## src/rtl/uart_pattern_tx.sv

```systemverilog
// uart_pattern_tx: pattern buffer replayed as back-to-back UART frames.
// Bytes are appended while idle, then played out rep_cnt times (0 = forever).

module uart_pattern_tx #(
  parameter int unsigned CLKS_PER_BIT = 10,
  parameter int unsigned DATA_BITS    = 8,
  parameter int unsigned PARITY       = 0,
  parameter int unsigned STOP_BITS    = 1,
  parameter int unsigned DEPTH        = 16,
  parameter int unsigned REP_W        = 8
) (
  input  logic                       clk,
  input  logic                       rst,
  input  logic                       wr_en,
  input  logic [DATA_BITS-1:0]       wr_data,
  input  logic                       clear,
  input  logic                       start,
  input  logic [REP_W-1:0]           rep_cnt,
  input  logic                       abort,
  output logic                       full,
  output logic                       busy,
  output logic                       done,
  output logic                       txd,
  output logic [$clog2(DEPTH)-1:0]   cur_idx
);

  localparam int unsigned AW = $clog2(DEPTH);
  localparam int unsigned CW = AW + 1;
  localparam int unsigned BW = $clog2(CLKS_PER_BIT);
  localparam int unsigned NW = 4;

  typedef enum logic [2:0] {IDLE, START, DATA, PAR, STOP} state_t;

  logic [DATA_BITS-1:0] mem [DEPTH];
  logic [CW-1:0]        count_q, count_n;

  state_t               state_q, state_n;
  logic [BW-1:0]        baud_q, baud_n;
  logic [NW-1:0]        bit_q, bit_n;
  logic [AW-1:0]        idx_n;
  logic [REP_W-1:0]     pass_q, pass_n;
  logic [REP_W-1:0]     rep_q, rep_n;
  logic [DATA_BITS-1:0] shreg_q, shreg_n;
  logic                 par_q, par_n;
  logic                 txd_n, busy_n, done_n;

  logic                 idle;
  logic                 start_ok, clear_ok, wr_ok;
  logic                 baud_last;
  logic                 last_entry;
  logic [AW-1:0]        next_idx;
  logic [REP_W-1:0]     pass_inc;
  logic                 done_cond;
  logic [DATA_BITS-1:0] next_byte;

  // Parity bit for one data word in the configured mode
  function automatic logic par_of(input logic [DATA_BITS-1:0] b);
    return (^b) ^ (PARITY == 2);
  endfunction

  // Request qualification and frame-boundary bookkeeping
  always_comb begin
    idle       = (state_q == IDLE);
    clear_ok   = clear && idle;
    start_ok   = start && !abort && !clear && idle && (count_q != '0);
    wr_ok      = wr_en && idle && !full && !start_ok && !clear;
    baud_last  = (baud_q == BW'(CLKS_PER_BIT - 1));
    last_entry = (cur_idx == AW'(count_q - CW'(1)));
    next_idx   = last_entry ? '0 : cur_idx + AW'(1);
    pass_inc   = pass_q + REP_W'(1);
    done_cond  = last_entry && (rep_q != '0) && (pass_inc == rep_q);
    next_byte  = mem[next_idx];
  end

  // Buffer fill level; clear wins over a same-cycle write
  always_comb begin
    count_n = count_q;
    if (clear_ok)   count_n = '0;
    else if (wr_ok) count_n = count_q + CW'(1);
  end

  // Fill-level registers
  always_ff @(posedge clk) begin
    if (!rst) begin
      count_q <= '0;
      full    <= 1'b0;
    end else begin
      count_q <= count_n;
      full    <= (count_n == CW'(DEPTH));
    end
  end

  // Pattern storage; contents are invalidated by count, not cleared
  always_ff @(posedge clk) begin
    if (rst && wr_ok) mem[count_q[AW-1:0]] <= wr_data;
  end

  // Next-state and registered-output logic for the frame sequencer
  always_comb begin
    state_n = state_q;
    baud_n  = baud_q + BW'(1);
    bit_n   = bit_q;
    idx_n   = cur_idx;
    pass_n  = pass_q;
    rep_n   = rep_q;
    shreg_n = shreg_q;
    par_n   = par_q;
    txd_n   = txd;
    busy_n  = busy;
    done_n  = 1'b0;

    case (state_q)
      IDLE: begin
        baud_n = '0;
        bit_n  = '0;
        idx_n  = '0;
        txd_n  = 1'b1;
        busy_n = 1'b0;
        if (start_ok) begin
          state_n = START;
          pass_n  = '0;
          rep_n   = rep_cnt;
          shreg_n = mem[0];
          par_n   = par_of(mem[0]);
          txd_n   = 1'b0;
          busy_n  = 1'b1;
        end
      end
      START: begin
        if (baud_last) begin
          state_n = DATA;
          baud_n  = '0;
          bit_n   = '0;
          txd_n   = shreg_q[0];
        end
      end
      DATA: begin
        if (baud_last) begin
          baud_n = '0;
          if (bit_q == NW'(DATA_BITS - 1)) begin
            bit_n = '0;
            if (PARITY != 0) begin
              state_n = PAR;
              txd_n   = par_q;
            end else begin
              state_n = STOP;
              txd_n   = 1'b1;
            end
          end else begin
            bit_n   = bit_q + NW'(1);
            shreg_n = shreg_q >> 1;
            txd_n   = shreg_q[1];
          end
        end
      end
      PAR: begin
        if (baud_last) begin
          state_n = STOP;
          baud_n  = '0;
          bit_n   = '0;
          txd_n   = 1'b1;
        end
      end
      STOP: begin
        if (baud_last) begin
          baud_n = '0;
          if (bit_q == NW'(STOP_BITS - 1)) begin
            bit_n = '0;
            if (done_cond) begin
              state_n = IDLE;
              idx_n   = '0;
              txd_n   = 1'b1;
              busy_n  = 1'b0;
              done_n  = 1'b1;
            end else begin
              state_n = START;
              idx_n   = next_idx;
              pass_n  = last_entry ? pass_inc : pass_q;
              shreg_n = next_byte;
              par_n   = par_of(next_byte);
              txd_n   = 1'b0;
            end
          end else begin
            bit_n = bit_q + NW'(1);
          end
        end
      end
      default: begin
        state_n = IDLE;
        txd_n   = 1'b1;
        busy_n  = 1'b0;
      end
    endcase

    // Abort cuts the frame short without a done pulse
    if (abort && !idle) begin
      state_n = IDLE;
      baud_n  = '0;
      bit_n   = '0;
      idx_n   = '0;
      txd_n   = 1'b1;
      busy_n  = 1'b0;
      done_n  = 1'b0;
    end
  end

  // Sequencer state and output registers
  always_ff @(posedge clk) begin
    if (!rst) begin
      state_q <= IDLE;
      baud_q  <= '0;
      bit_q   <= '0;
      cur_idx <= '0;
      pass_q  <= '0;
      rep_q   <= '0;
      shreg_q <= '0;
      par_q   <= 1'b0;
      txd     <= 1'b1;
      busy    <= 1'b0;
      done    <= 1'b0;
    end else begin
      state_q <= state_n;
      baud_q  <= baud_n;
      bit_q   <= bit_n;
      cur_idx <= idx_n;
      pass_q  <= pass_n;
      rep_q   <= rep_n;
      shreg_q <= shreg_n;
      par_q   <= par_n;
      txd     <= txd_n;
      busy    <= busy_n;
      done    <= done_n;
    end
  end

endmodule
```

## config.mk

```make
export PLATFORM = sky130hd
export DESIGN_NAME = uart_pattern_tx
export DESIGN_NICKNAME = d
export VERILOG_FILES = /design/src/rtl/uart_pattern_tx.sv
export SDC_FILE = /design/constraint.sdc
export NUM_CORES = 1
export LEC_CHECK = 0
export BUFFER_PORTS_ARGS = -buffer_cell sky130_fd_sc_hd__buf_4
export CAP_MARGIN = 30
export CORE_MARGIN = 4
export CORE_UTILIZATION = 35
export CTS_BUF_LIST = sky130_fd_sc_hd__clkbuf_4 sky130_fd_sc_hd__clkbuf_8 sky130_fd_sc_hd__clkbuf_16
export DETAILED_ROUTE_END_ITERATION = 8
export RECOVER_POWER = 25
export SYNTH_ARGS = -nofsm -noshare
export SYNTH_HDL_FRONTEND = slang
export SYNTH_SLANG_ARGS = --single-unit
```

## constraint.sdc

```tcl
create_clock -name clk -period 8.36 [get_ports clk]
set_input_delay 0.836 -clock clk [delete_from_list [all_inputs] [get_ports clk]]
set_output_delay 0.836 -clock clk [all_outputs]
set_load 0.02 [all_outputs]
```

After elaboration in Yosys (flattened, before gate mapping)

Memories as Yosys holds them, arrays and structs flattened.
Index checks and enable logic that the tools add are counted.

Bits in latches: 0
Flip-flop bits (word level): 48
Memories: 1
Output and inout port bits: 8
Bits in read-only memories: 0
Bits in writable memories: 128

Memory list:

| memory | words | width | rd ports | clocked after Yosys merged registers in | wr ports | RTL line | text |
|---|---|---|---|---|---|---|---|
| mem    | 16    | 8     | 2        | 0                                       | 1        | 34       | `logic [DATA_BITS-1:0] mem [DEPTH];` |

Add/subtract/negate cells: 6
Bitwise gates (word level): 5
Div/mod/pow operators: 0
Magnitude comparators: 0
Equal/unequal tests: 21
Muxes and demuxes: 53
Multipliers: 0
Shift-type cells: 0
Reductions and logical operators: 38

Operator list:

| operator                                                              | number |
|---|---|
| 8-bit 2-to-1 mux                                                      | 11 |
| 4-bit 2-to-1 mux                                                      | 10 |
| 8-bit case mux with 3 select lines                                    | 1 |
| 3-bit 2-to-1 mux                                                      | 7 |
| 2-bit != test, second input constant                                  | 10 |
| 4-bit case mux with 2 select lines                                    | 2 |
| 4-bit case mux with 4 select lines                                    | 1 |
| 8-bit case mux with 2 select lines                                    | 1 |
| 1-bit 2-to-1 mux                                                      | 15 |
| 3-bit case mux with 5 select lines                                    | 1 |
| 7-bit AND reduction                                                   | 2 |
| 1-bit logical AND                                                     | 13 |
| 4-bit by 1-bit adder with 4-bit output, second input constant         | 3 |
| 5-bit 2-to-1 mux                                                      | 2 |
| 8-bit by 1-bit adder with 8-bit output, second input constant         | 1 |
| 8-bit equality test                                                   | 1 |
| 4-bit AND reduction                                                   | 2 |
| 8-bit nonzero test                                                    | 1 |
| 3-bit by 2-bit equality test with 1-bit output, second input constant | 2 |
| 6-bit AND reduction                                                   | 1 |
| 5-bit by 1-bit adder with 5-bit output, second input constant         | 1 |
| 5-bit equality test, second input constant                            | 1 |
| 1-bit logical NOT                                                     | 5 |
| 1-bit inverter                                                        | 5 |
| other kinds (22)                                                      | 24 |

Depth between registers and ports, before layout

Gate-level depths: netlist of run 1.

Depth after elaboration: 11
Depth in mapped cells: 11

Least setup slack after synthesis of run 1

Ideal clock, no wire load.

Path type: reg-to-reg
Start point: register count_q[0]
End point: memory mem[0][0], enable pin
Arrival: 2.681 ns
Buffers on the path: 2
Clock period less this slack: 3.079 ns
Slack: 5.281 ns
Cell stages (with the launch flop): 10
Required time: 7.962 ns
Path through: dfxtp_1 > buf_2 > inv_1 > ha_1 > nor4b_2 > nor4b_2 > nor4_1 > buf_2 > nand2_1 > nor4b_1

Longest elaborated chain between the ends: 8

RTL lines:

| item                                   | RTL line | text |
|---|---|---|
| start: declaration                     | 35       | `logic [CW-1:0] count_q, count_n;` |
| start signal: assignment               | 88       | `count_q <= count_n;` |
| 5-bit nonzero test                     | 65       | `start_ok = start && !abort && !clear && idle && (count_q != '0);` |
| 1-bit logical AND                      | 65       |  |
| 1-bit logical NOT                      | 66       | `wr_ok = wr_en && idle && !full && !start_ok && !clear;` |
| 1-bit logical AND (2 in series)        | 66       |  |
| 1-bit logical AND                      | 95       | `if (rst && wr_ok) mem[count_q[AW-1:0]] <= wr_data;` |
| 1-bit 2-to-1 mux                       | 95       |  |
| 1-bit 2-to-1 mux (not written as such) | 95       |  |
| end: declaration                       | 34       |  |

Several ways; a longest one is shown, not always the timed one.

Worst setup path in the final report of run 1

Start point: register count_q[0]
End point: memory mem[4][2], enable pin

Same word-level chain as after synthesis.

==> results of run 1 <==
[registers in the layout, indices dropped and copies added (netlist names), 3 cells and up]
| register | count |
|---|---|
| state_q | 3 |
| cur_idx | 4 |
| baud_q | 4 |
| mem | 128 |
| rep_q | 8 |
| shreg_q | 8 |
| count_q | 5 |
| pass_q | 8 |
| bit_q | 4 |
[logic make-up after synthesis]
logic type,synth area share [%]
fa+ha+maj,1.69
mux,2.75
buf+inv,2.80
compound gates,15.5
simple gates,15.5
flops,59.1
xor+xnor,2.75
[metrics by stage]
stage | worst slack (ps) | power, mW | util [%]
2_1_floorplan | 5280 | 0.972 | -
3_3_place_gp | 5090 | 0.997 | 37.9
3_5_place_dp | 5150 | 0.998 | 38.0
4_1_cts | 5130 | 1.84 | 40.7
5_1_grt | 4900 | 1.88 | 40.6
6_report | 5110 | 1.82 | 40.6
[layer usage]
metal / vias up / GRT usage [%] / wire, um
li1: 2774 / - / -
met1: 2817 / 23.1 / 9860
met2: 161 / 24.3 / 9280
met3: 14 / 3.93 / 1130
met4: 0 / 3.56 / 179
met5: - / 0 / 0
[path summary, 6_finish.rpt]
path	slack (ps)	startpoint	cells past startpoint	endpoint
worst max register to register	5110	count_q[0]	8	mem[4][2]
worst min-delay path	470	baud_q[0]	1	baud_q[0]
worst max-delay path	5110	count_q[0]	8	mem[4][2]
worst min register to register	470	baud_q[0]	1	baud_q[0]
[report_power, final]
part           total, mW  switching (mW)  leakage, nW  internal (mW)
Sequential         0.939         0.00256         1.54          0.937
Combinational     0.0376          0.0264         1.18         0.0112
Clock              0.845           0.363        0.307          0.481
Total               1.82           0.392         3.03           1.43
[cell usage in the layout (no fill, tap or decap), types with 14 or more instances in the layout]
cell,netlist,layout
o21ai_0,14,14
buf_4,1,30
dfxtp_1,48,48
nor2_1,46,46
clkbuf_16,0,17
a21oi_1,55,55
edfxtp_1,128,128
nand3_1,35,35
nand2_1,115,115
[cell type report]
| cell class | instances | area, um2 | area share (%) |
|---|---|---|---|
| clock buffers | 17 | 425 | 4.60 |
| well taps | 313 | 392 | 4.24 |
| repair buffers | 42 | 278 | 3.01 |
| flip-flops and latches | 176 | 4800 | 52.0 |
| inverters | 11 | 41.3 | 0.447 |
| clock inverters | 15 | 194 | 2.10 |
| multi-input cells | 501 | 3110 | 33.6 |
==> results.ini, run 1 <==
[outcome]
status = finished, final reports clean

[floorplan]
die-area_mm2 = 0.0257
io_pins = 30
rows = 55
core_area_mm2 = 0.0228
die_h_um = 160
start_util_pct = 35.7
die_w_um = 160

[sta]
slew_violations = 0
fmax_mhz = 308
setup_viol = 0
timing.hold.ws_ps = 467
fin_worst_skew_ps = 7.58
rsz0062_at_grt = false
finalSetupTns_ps = 0
tightestPinTransition_ps = 1000
fin_crit_ps = 3250
hold_viol = 0
fin_crit_sh_pct = 38.8
slew_headroom_pct = 32.6

[detailed_routing]
postRouteAntennaNets = 0
drc = 0
dr.first_iter.drc_count = 499
wl_um = 20500
route.vias.total = 5766
viasPerCell = 5.36
post_drt_wl_per_cell_um = 19.0
firstDrtPassIters = 4

[run]
drv_cap = 0

[setup_path]
critical_path_class = reg2reg
crit_path_frequent_cell = nor4b_2
endpoint_kind = flip-flop
crit_family = simple AND/OR/NAND/NOR gates
path_cells = inv_1 > ha_1 > nor4b_2 > nor4b_2 > nor4_2 > buf_4 > nand2_1 > nor3_1
worst_path_max_delay_cell = nor3_1
required_ps = 8420
critPathMaxFanout = 11
path_buf_inv = 2
max_stage_delay_ps = 840
start_kind = flip-flop
cp.arrival_ps = 3310

[logic_synthesis]
ys_top_cells_by_area = edfxtp_1 (47%), dfxtp_1 (12%), nand2_1 (5.3%)
yosysSeqAreaShare_pct = 59.1
yosysMostFrequentCell = edfxtp_1
synthTopCellsByCount = edfxtp_1 (128), nand2_1 (115), a21oi_1 (55)
yosysWarnings = 0
synth_cell_types = 75
syn_area_mm2 = 0.00813
syn_nets = 761
synth_flop_cell = edfxtp_1
postSynthAreaPerCell_um2 = 11.2
ys_ff_latch = 176
async_reset_ff_share_pct = 0
syn_inst = 728
synth_top_area_share_pct = 47.3
synth_edf_count = 128
netlist.top_cell.by_area = edfxtp_1

[hold_path]
hp-class = reg2reg

[pwr]
leakage_nw = 3.03
powerDensity_mw_per_mm2 = 197
ir_worst_vdd_uv = 98.9

[layout]
layout.nets = 782
nFillCells = 2189
drive_above_1_share_pct = 12.1
area_growth_syn_to_layout_pct = 13.6
fin_area_mm2 = 0.00924
n_antenna_cell = 0
fin_cells = 1075

[placement]
io_buffers = 29
gp_congestion = 0.798
dp_hpwl_um = 13900
placed_area_mm2 = 0.00865
dp_cells = 1042

[clock_tree]
clock_latency_ps = 440
cts_root_buf = clkbuf_16
cts_buffers = 17
htreeDepth = 4
cts_resized = 0
clock_path_buffers = 2
cts_tree = yes
postCtsSetupBuffers = 0
clkSinkCount = 176
ctsHoldBuffers = 0
cts.clk_slew.worst_paths_ps = 70

[global_routing]
grt_max_degree = 38
antenna_found_initial = 0
grt_usage_pct = 16.0
grt_pass1_wl_um = 32100
grt_pass1_vias = 5506
grt_overflow = 0

No activity file was read; power rests on OpenSTA's default activity.
==> run 2, diff against run 1 <==
--- a/config.mk
+++ b/config.mk
@@ -5,6 +5,7 @@
 export SDC_FILE = /design/constraint.sdc
 export NUM_CORES = 1
 export LEC_CHECK = 0
+export ABC_AREA = 1
 export BUFFER_PORTS_ARGS = -buffer_cell sky130_fd_sc_hd__buf_4
 export CAP_MARGIN = 30
 export CORE_MARGIN = 4
==> constraint.sdc (replaced) <==
create_clock -name clk -period 2.88 [get_ports clk]
set_input_delay 0.288 -clock clk [delete_from_list [all_inputs] [get_ports clk]]
set_output_delay 0.288 -clock clk [all_outputs]
set_load 0.02 [all_outputs]
==> results.ini, run 2 <==
[global_routing]
antenna_found_initial = 0  ; unchanged
grt_max_degree = 65  ; +71%
grt_usage_pct = 15.9  ; -0.024 points
grt_overflow = 0  ; unchanged
grt_pass1_vias = 5894  ; +7.0%
grt_pass1_wl_um = 33000  ; +2.8%

[sta]
setup_ws_ps = 173  ; -4940 ps
tightestPinTransition_ps = 914  ; -88.9 ps
setup_viol = 0  ; unchanged
finalSetupTns_ps = 0  ; unchanged
hold_viol = 0  ; unchanged
fin_worst_skew_ps = 14.4  ; +6.85 ps
slew_violations = 0  ; unchanged
rsz0062_at_grt = false
fin_crit_ps = 2710  ; -540 ps
slew_headroom_pct = 39.0  ; +6.4 points
fmax_mhz = 369  ; +20%
fin_crit_sh_pct = 94.0  ; +55 points
timing.hold.ws_ps = 128  ; -339 ps

[floorplan]
start_util_pct = 35.4  ; -0.29 points
die_h_um = 162  ; +0.90%
core_area_mm2 = 0.0234  ; +2.7%
die-area_mm2 = 0.0262  ; +1.8%
io_pins = 30  ; unchanged
die_w_um = 162  ; +0.90%
rows = 56  ; +1.8%

[logic_synthesis]
yosysMostFrequentCell = nand2_1
synth_flop_cell = edfxtp_1
ys_ff_latch = 176  ; unchanged
ys_top_cells_by_area = edfxtp_1 (46%), dfxtp_1 (12%), nand2_1 (10%)
yosysSeqAreaShare_pct = 58.0  ; -1.1 points
async_reset_ff_share_pct = 0  ; unchanged
syn_area_mm2 = 0.00829  ; +1.9%
syn_nets = 940  ; +24%
syn_inst = 907  ; +25%
postSynthAreaPerCell_um2 = 9.14  ; -18%
synthTopCellsByCount = nand2_1 (225), nand3_1 (168), edfxtp_1 (128)
synth_top_area_share_pct = 46.4  ; -0.88 points
synth_edf_count = 128  ; unchanged
synth_cell_types = 41  ; -45%
yosysWarnings = 0  ; unchanged
netlist.top_cell.by_area = edfxtp_1

[setup_path]
start_kind = flip-flop
cp.arrival_ps = 3080  ; -230 ps
endpoint_kind = flip-flop
required_ps = 3250  ; -5170 ps
max_stage_delay_ps = 400  ; -440 ps
worst_path_max_delay_cell = dfxtp_1
critPathMaxFanout = 64  ; +53
path_cells = inv_1 > ha_1 > xnor2_1 > nor2_1 > nand3_2 > nand2_2 > buf_12 > nand2_1 > nand3_1 > nand3_1 > nand3_1 > nand3_1 > a21oi_2
r2r_slack_ps = 170  ; -4940 ps
critical_path_class = reg2reg
crit_path_frequent_cell = nand3_1

[detailed_routing]
drc = 0  ; unchanged
post_drt_wl_per_cell_um = 16.0  ; -16%
dr.first_iter.drc_count = 558  ; +12%
wl_um = 20500  ; +0.20%
postRouteAntennaNets = 0  ; unchanged
route.vias.total = 6228  ; +8.0%
viasPerCell = 4.87  ; -9.3%
firstDrtPassIters = 4  ; unchanged

[clock_tree]
cts_tree = yes
clkSinkCount = 176  ; unchanged
ctsHoldBuffers = 0  ; unchanged
htreeDepth = 4  ; unchanged
postCtsSetupBuffers = 0  ; unchanged
cts_buffers = 17  ; unchanged
cts_root_buf = clkbuf_16
cts.clk_slew.worst_paths_ps = 70  ; about the same
clock_path_buffers = 2  ; unchanged
clock_latency_ps = 440  ; about the same
cts_resized = 0  ; unchanged

[pwr]
p_int_mw = 4.12  ; +190%
seq_power_share_pct = 50.0  ; -1.6 points
clockPowerShare_pct = 41.0  ; -5.4 points
ir_worst_vdd_uv = 382  ; +290%
leakage_nw = 3.67  ; +21%
power.switching_mw = 1.51  ; +280%
powerDensity_mw_per_mm2 = 592  ; +200%
switching_share_pct = 26.8  ; +5.3 points
combPwrFrac_pct = 9.0  ; +6.9 points

[placement]
dp_hpwl_um = 14000  ; +0.57%
io_buffers = 29  ; unchanged
dpl_worst_slack_ps = 198  ; -4950 ps
placed_area_mm2 = 0.00894  ; +3.4%
dp_cells = 1248  ; +20%
gp_congestion = 0.913  ; +14%

[layout]
n_antenna_cell = 0  ; unchanged
largest_reg_flops = 128  ; unchanged
area_growth_syn_to_layout_pct = 14.7
nFillCells = 2343  ; +7.0%
final_common_cell = nand2_1
drive_above_1_share_pct = 12.8  ; +0.73 points
fin_area_mm2 = 0.00951  ; +2.9%
fin_cells = 1280  ; +19%
layout.nets = 981  ; +25%
mostFrequentLayoutCells = nand2_1 (225), nand3_1 (168), edfxtp_1 (128), nor2_1 (93), inv_1 (67)

[hold_path]
hp-class = in2reg

[run]
drv_cap = 0  ; unchanged

[outcome]
status = finished, final reports clean

==> run 2: cell types whose count changed after synthesis, moves of 9 or more <==
cell	delta
and2_1	-10
a21oi_1	-31
o21ai_1	-9
nand3_1	+133
mux2i_1	-10
nand2_1	+110
nor2_2	+14
a31oi_1	-11
nor2_1	+47
inv_1	+56
a22oi_1	-11
==> run 2: cell families after synthesis <==
kind of cell             synth area share [%]
AND/OR/NAND/NOR                          28.0
flip-flops                               58.0
buffers and inverters                    5.78
AO/OA/AOI/OAI                            5.40
XOR/XNOR                                 1.16
adder cells (fa/ha/maj)                  1.66
==> run 2: area by class of cell <==
class	count	area [um2]	share of cell area, %
flip-flops and latches	176	4800	50.5
multi-input cells	620	3010	31.6
clock buffers	17	425	4.47
repair buffers	58	418	4.40
well taps	319	399	4.20
inverters	75	282	2.96
clock inverters	15	173	1.82
==> run 2: through the flow <==
step	utilization [%]	power, mW
6_report	40.6	5.63
5_1_grt	40.6	5.86
4_1_cts	40.8	5.68
3_5_place_dp	38.2	3.38
3_3_place_gp	38.2	3.38
2_1_floorplan	-	3.24
==> run 2: path summary, 6_finish.rpt <==
path,start,to,cells past startpoint
max,count_q[1],shreg_q[1],13
min,rep_cnt[2],rep_q[2],3
min reg2reg,baud_q[0],baud_q[0],1
max reg2reg,count_q[1],shreg_q[1],13
==> run 2: routing by layer <==
metal	up-vias	global-route usage, %	wire length (um)
li1	3151	-	-
met1	2887	23.1	9670
met2	178	25.4	9560
met3	12	3.07	1090
met4	0	2.88	180
met5	-	0	0
==> run 2: power groups by stage <==
stage | Sequential (mW) | Clock (mW) | Combinational [mW]
6_report | 2.81 | 2.31 | 0.508
3_5_place_dp | 2.87 | 0 | 0.513
2_1_floorplan | 2.87 | 0 | 0.372
3_3_place_gp | 2.87 | 0 | 0.511
4_1_cts | 2.81 | 2.35 | 0.516
5_1_grt | 2.82 | 2.46 | 0.581
==> run 2: worst max-delay path: cells and delay by family, from the launching register on <==
family | cells | cell delay (ps)
simple gates | 8 | 1220
buf+inv | 2 | 420
flops | 1 | 400
fa+ha+maj | 1 | 320
xor+xnor | 1 | 130
compound gates | 1 | 130
